**src/rtl/tile_pixel_fetch.sv**
```systemverilog
// rtl/tile_pixel_fetch.sv - five-stage tile-map pixel fetch: map RAM -> sprite ROM -> palette -> RGB
module tile_pixel_fetch #(
    parameter int          ORIGIN_X   = 254,
    parameter int          ORIGIN_Y   = 32,
    parameter int          TILE_WIDTH = 32,
    parameter int          MAP_TILES  = 11,
    parameter logic [23:0] BG_COLOR   = 24'h000000
) (
    input  logic        Clk,
    input  logic        Reset,
    input  logic [9:0]  DrawX,
    input  logic [9:0]  DrawY,
    input  logic        pix_valid,
    input  logic [3:0]  tileX,
    input  logic [3:0]  tileY,
    input  logic [9:0]  relPos,
    output logic [7:0]  map_addr,
    input  logic [7:0]  map_rdata,
    output logic [17:0] rom_addr,
    input  logic [3:0]  rom_rdata,
    input  logic        pal_we,
    input  logic [3:0]  pal_waddr,
    input  logic [23:0] pal_wdata,
    output logic [7:0]  Red,
    output logic [7:0]  Green,
    output logic [7:0]  Blue,
    output logic        pix_valid_out
);

    localparam logic [31:0] X_LO   = ORIGIN_X;
    localparam logic [31:0] X_HI   = ORIGIN_X + MAP_TILES * TILE_WIDTH;
    localparam logic [31:0] Y_LO   = ORIGIN_Y;
    localparam logic [31:0] Y_HI   = ORIGIN_Y + MAP_TILES * TILE_WIDTH;
    localparam logic [7:0]  MAP_W8 = 8'(MAP_TILES);

    logic [31:0] draw_x_w;
    logic [31:0] draw_y_w;
    logic        in_map;
    logic [7:0]  map_idx;

    logic [7:0]  map_addr_q;
    logic [17:0] rom_addr_q;
    logic [9:0]  relpos_s1_q;
    logic [9:0]  relpos_s2_q;
    logic [3:0]  in_map_q;
    logic [3:0]  valid_q;
    logic [23:0] pal_q [16];
    logic [23:0] rgb_q;
    logic [23:0] rgb_d;
    logic        pix_valid_out_q;

    assign draw_x_w = {22'd0, DrawX};
    assign draw_y_w = {22'd0, DrawY};

    // Tile indices beyond the map are masked purely by the screen-window test.
    assign in_map = pix_valid
                 && (draw_x_w >= X_LO) && (draw_x_w < X_HI)
                 && (draw_y_w >= Y_LO) && (draw_y_w < Y_HI);

    assign map_idx = 8'(({4'd0, tileY} * MAP_W8) + {4'd0, tileX});

    always_comb begin
        rgb_d = BG_COLOR;
        if (!valid_q[3]) begin
            rgb_d = 24'h000000;
        end else if (in_map_q[3] && (rom_rdata != 4'd0)) begin
            rgb_d = pal_q[rom_rdata];
        end
    end

    // Palette lookup reads pal_q before this edge's write lands, so a colliding write shows next cycle.
    always_ff @(posedge Clk or posedge Reset) begin
        if (Reset) begin
            map_addr_q      <= 8'd0;
            rom_addr_q      <= 18'd0;
            relpos_s1_q     <= 10'd0;
            relpos_s2_q     <= 10'd0;
            in_map_q        <= 4'd0;
            valid_q         <= 4'd0;
            rgb_q           <= 24'd0;
            pix_valid_out_q <= 1'b0;
            for (int i = 0; i < 16; i++) begin
                pal_q[i] <= {3{8'(i * 17)}};
            end
        end else begin
            map_addr_q      <= map_idx;
            relpos_s1_q     <= relPos;
            relpos_s2_q     <= relpos_s1_q;
            rom_addr_q      <= {map_rdata, relpos_s2_q};
            in_map_q        <= {in_map_q[2:0], in_map};
            valid_q         <= {valid_q[2:0], pix_valid};
            rgb_q           <= rgb_d;
            pix_valid_out_q <= valid_q[3];
            if (pal_we) begin
                pal_q[pal_waddr] <= pal_wdata;
            end
        end
    end

    assign map_addr      = map_addr_q;
    assign rom_addr      = rom_addr_q;
    assign Red           = rgb_q[23:16];
    assign Green         = rgb_q[15:8];
    assign Blue          = rgb_q[7:0];
    assign pix_valid_out = pix_valid_out_q;

endmodule
```
**config.mk**
```make
export PLATFORM = sky130hd
export DESIGN_NAME = tile_pixel_fetch
export DESIGN_NICKNAME = d
export VERILOG_FILES = /design/src/rtl/tile_pixel_fetch.sv
export SDC_FILE = /design/constraint.sdc
export NUM_CORES = 1
export LEC_CHECK = 0
export CAP_MARGIN = 15
export CORE_UTILIZATION = 25
export DETAILED_ROUTE_END_ITERATION = 8
export RECOVER_POWER = 25
export SYNTH_ARGS = -nofsm -noshare
export SYNTH_HDL_FRONTEND = slang
export SYNTH_SLANG_ARGS = --single-unit
```
**constraint.sdc**
```tcl
create_clock -name Clk -period 20.2 [get_ports Clk]
set_input_delay 4.04 -clock Clk [delete_from_list [all_inputs] [get_ports Clk]]
set_output_delay 4.04 -clock Clk [all_outputs]
set_load 0.005 [all_outputs]
```
# Yosys cells after proc, flatten, opt, wreduce, memory -nomap -nowiden
# Cells that the tools add are included.
dict set report word_totals {
  reg_bits 463
  out_inout_bits 51
}
dict set report classes {
  n_addsub 1
  mul 1
  magnitude_cmp 7
  muxes 8
  n_bitwise 2
  reduce_logical 7
}
# cell count
set ops {}
lappend ops {{$bwmux 384} 1}
lappend ops {{$mux 24} 5}
lappend ops {{$bmux 24 s4} 1}
lappend ops {{$demux 24 s4} 1}
lappend ops {{$ge 10x6->1 const B} 1}
lappend ops {{$ge 10x8->1 const B} 1}
lappend ops {{$ge 5x5->1 const B} 2}
lappend ops {{$lt 10x10->1 const B} 1}
lappend ops {{$lt 10x9->1 const B} 1}
lappend ops {{$not 4->5} 2}
lappend ops {{$add 8x4->8} 1}
lappend ops {{$mul 4x4->8 const B} 1}
lappend ops {{$logic_and 1x1->1} 6}
lappend ops {{$lt 5x1->1 const B} 1}
lappend ops {{$reduce_bool 4->1} 1}

# Depth between registers and ports, before layout
dict set report depth {
  ltp_word 6
  depth_mapped 10
}

# Worst setup path before layout
# Ideal clock, no wire load.
dict set report synth_timing {
  path_kind {input to register}
  startpoint {in tileY[0]}
  endpoint {reg map_addr_q[7], in the netlist map_addr[7]}
  arrival_time_ps 6329
  slack_ps 13802
  stages 10
  path_buffers 0
  path_cell_list {ha_1 > ha_1 > inv_1 > fa_1 > inv_1 > ha_1 > nor2b_1 > o31a_1 > or4_1 > nand3_1}
}
dict set report synth_between {
  elab_chain_cells 2
}
# element line
set synth_rtl {}
lappend synth_rtl {{start, declared} 15} ;# input logic [3:0] tileY,
lappend synth_rtl {{$mul 4x4->8} 60} ;# assign map_idx = 8'(({4'd0, tileY} * MAP_W8) + {4'd0, tileX});
lappend synth_rtl {{$add 8x4->8} 60}
lappend synth_rtl {{named net map_idx[7]} 39} ;# logic [7:0] map_idx;
lappend synth_rtl {{end signal, assigned} 86} ;# map_addr_q <= map_idx;
lappend synth_rtl {{end, declared} 41} ;# logic [7:0] map_addr_q;
# The timed path passes the listed nets, and every way through them passes these cells.
# A chain may end at the register's enable or synchronous reset.

==> metrics.txt <==
RSZ-0062 raised after global routing false; fin area 24,100 um2; fraction of layout cells with a size suffix above 1 0.563; average cell area after synthesis 16.4 um2; Syn Std Cell Area 20,100 um2; max_cap viols 5; Seq cells post-synth 463; vias per cell 4.51; setup_tns 0 ps; critical path peak fanout 119; status complete, but fails checks; n_diodes 0; GRT Util Overall 0.115; endpoints failing hold 0; leakage power 0.00974 uW; Worst setup EP type async pin; post-cts hold buffer count 0; post-layout min period 8260 ps; Final Slew Violations 220; post-CTS setup buffers 0; die area 81,700 um2; Max VDD drop 0.0000616 V; Resize count post-CTS 0; drt initial violations 507; insertion delay to the later sink of the worst-skew pair 580 ps; routed len/inst 19.1 um; most frequent cells in the layout 384 x mux2_2, 271 x dfrtp_1, 192 x dfstp_2, 100 x clkdlybuf4s50_1, 81 x mux4_2; Initial Utilization 0.254; DR pass1 iterations 6; Gate Count Post-Synth 1,227; CTS tree done; ANT nets after route 0; Cell Rows 103; most common cell after layout, fill and taps aside mux2_2; failing checks capacitance limit, slew limit; Final #Nets 1,441; CTS H-tree depth 2; fmax 0.121 GHz; Layout Area Growth over Synthesis 19.6%; antenna violations before repair 2; CTS buffer count 50; Period Utilization, post-route 0.409; Fillers 7,901; Vias 10,958; dpl hpwl 26.9 mm; Yosys warnings 0; Rel. slew slack -2.50; Synth cell types 36; core area 79,400 um2; GRT overflow 0; Final setup viols 0; Synth Flop Type dfrtp_1; Net Count, Synth 1,330; FFs w/ async S/R, synth 1.00; largest net degree at the start of global routing 188; number of flops mapped to enable cells by yosys 0; drt drc 0; Clock Tree Buf Depth 3; I/O Buffers 126; startpoint class of the critical path input port; first-pass GRT wire length 73.3 mm; clk_skew 14.2 ps; Seq/Total Area, Yosys 0.587; Die Y 286 um; Root Driver clkbuf_16; CP Class input port to async pin; Final GP Congestion 0.697; hold crit path type flop to flop; clock-pin slew on the worst setup and hold paths 60 ps; CTS sink count 463; reg2reg setup slack 18,250 ps; Placed Area 22,500 um2; Top Ports 133; die width 286 um; worst path required time 20,750 ps; Worst-Margin Slew 5220 ps; Worst Path Arrival 8810 ps; Cell Pwr Density 107 nW/um2; DRT Wirelength 46.3 mm; vias in the first global route 12,160
path summary, 6_finish.rpt:
path | start | endpoint | cells after the start
min in group asynchronous | Reset | relpos_s1_q[1] | 2
worst min register to register | valid_q[1] | valid_q[2] | 0
worst min-delay path | valid_q[1] | valid_q[2] | 0
worst max-delay path | Reset | pal_q[349] | 3
max in group Clk | tileY[0] | map_addr[7] | 11
worst max register to register | valid_q[3] | rgb_q[1] | 5
synthesized netlist by cell type (3+ instances only):
cell type | count | area share
mux2_2 | 384 | 0.21
dfrtp_1 | 271 | 0.34
dfstp_2 | 192 | 0.25
mux4_2 | 81 | 0.091
inv_1 | 60 | 0.011
buf_2 | 46 | 0.011
clkbuf_1 | 36 | 0.0067
a221o_1 | 24 | 0.012
o22ai_1 | 24 | 0.0075
ha_1 | 18 | 0.011
mux4_1 | 15 | 0.020
nor2_1 | 14 | 0.0026
buf_6 | 9 | 0.0050
a21oi_1 | 6 | 0.0015
nand2b_1 | 6 | 0.0019
nand2_1 | 5 | 0.00093
nand3b_1 | 4 | 0.0015
fa_1 | 3 | 0.0030
nand3_1 | 3 | 0.00075
xnor2_1 | 3 | 0.0013
metrics by stage:
stage           util  cells  hold slack [ps]  worst slack (ps)  total power (uW)
3_5_place_dp   0.283   2336              335             13130              1680
5_1_grt        0.304   2430              347             11030              2710
3_3_place_gp   0.283   2336              332             13130              1640
6_report       0.304   2430              345             11940              2570
4_1_cts        0.304   2430              346             13750              2620
2_1_floorplan      -   1227              331              3570              1560
worst max-delay path, cell delays in order:
cell and delay [ps]:
dlygate4sd3_1 550, clkinvlp_2 2880, buf_4 1120
state kept, by name, indices dropped and copies added (netlist names):
register / cells
pal_q: 384
relpos_s2_q: 10
rom_addr: 18
valid_q: 4
pix_valid_out: 1
map_addr: 8
relpos_s1_q: 10
in_map_q: 4
rgb_q: 24
routing by layer:
metal	up-vias	GRT usage	routed length [um]
li1	4739	-	-
met5	-	0	23
met2	230	0.184	21500
met4	4	0.0279	906
met3	83	0.0292	2610
met1	5902	0.156	21200
cell type report:
type                       count  area (um2)  share of cell area
sequential                   463       11800               0.491
inverter                      60         226             0.00940
multi-input combinational    610        7600               0.315
tap                         1050        1310              0.0545
clock buffer                  77        1530              0.0636
clock inverter                17         153             0.00633
timing repair buffer         153        1450              0.0602
logic make-up (layout without fill, tap and decap cells):
group	count (synthesis)	after routing	share of synthesized area
simple gates	45	45	0.0127
xor+xnor	3	3	0.00130
compound gates	61	61	0.0234
mux	480	480	0.325
buf+inv	154	307	0.0367
flops	463	463	0.587
fa+ha+maj	21	21	0.0142
where the power goes:
part	leakage, uW	switching (uW)	internal (uW)
Sequential	0.00535	88.0	1180
Clock	0.000820	378	537
Combinational	0.00357	137	251
Total	0.00974	603	1970
Power figures use the tool's default switching activity.
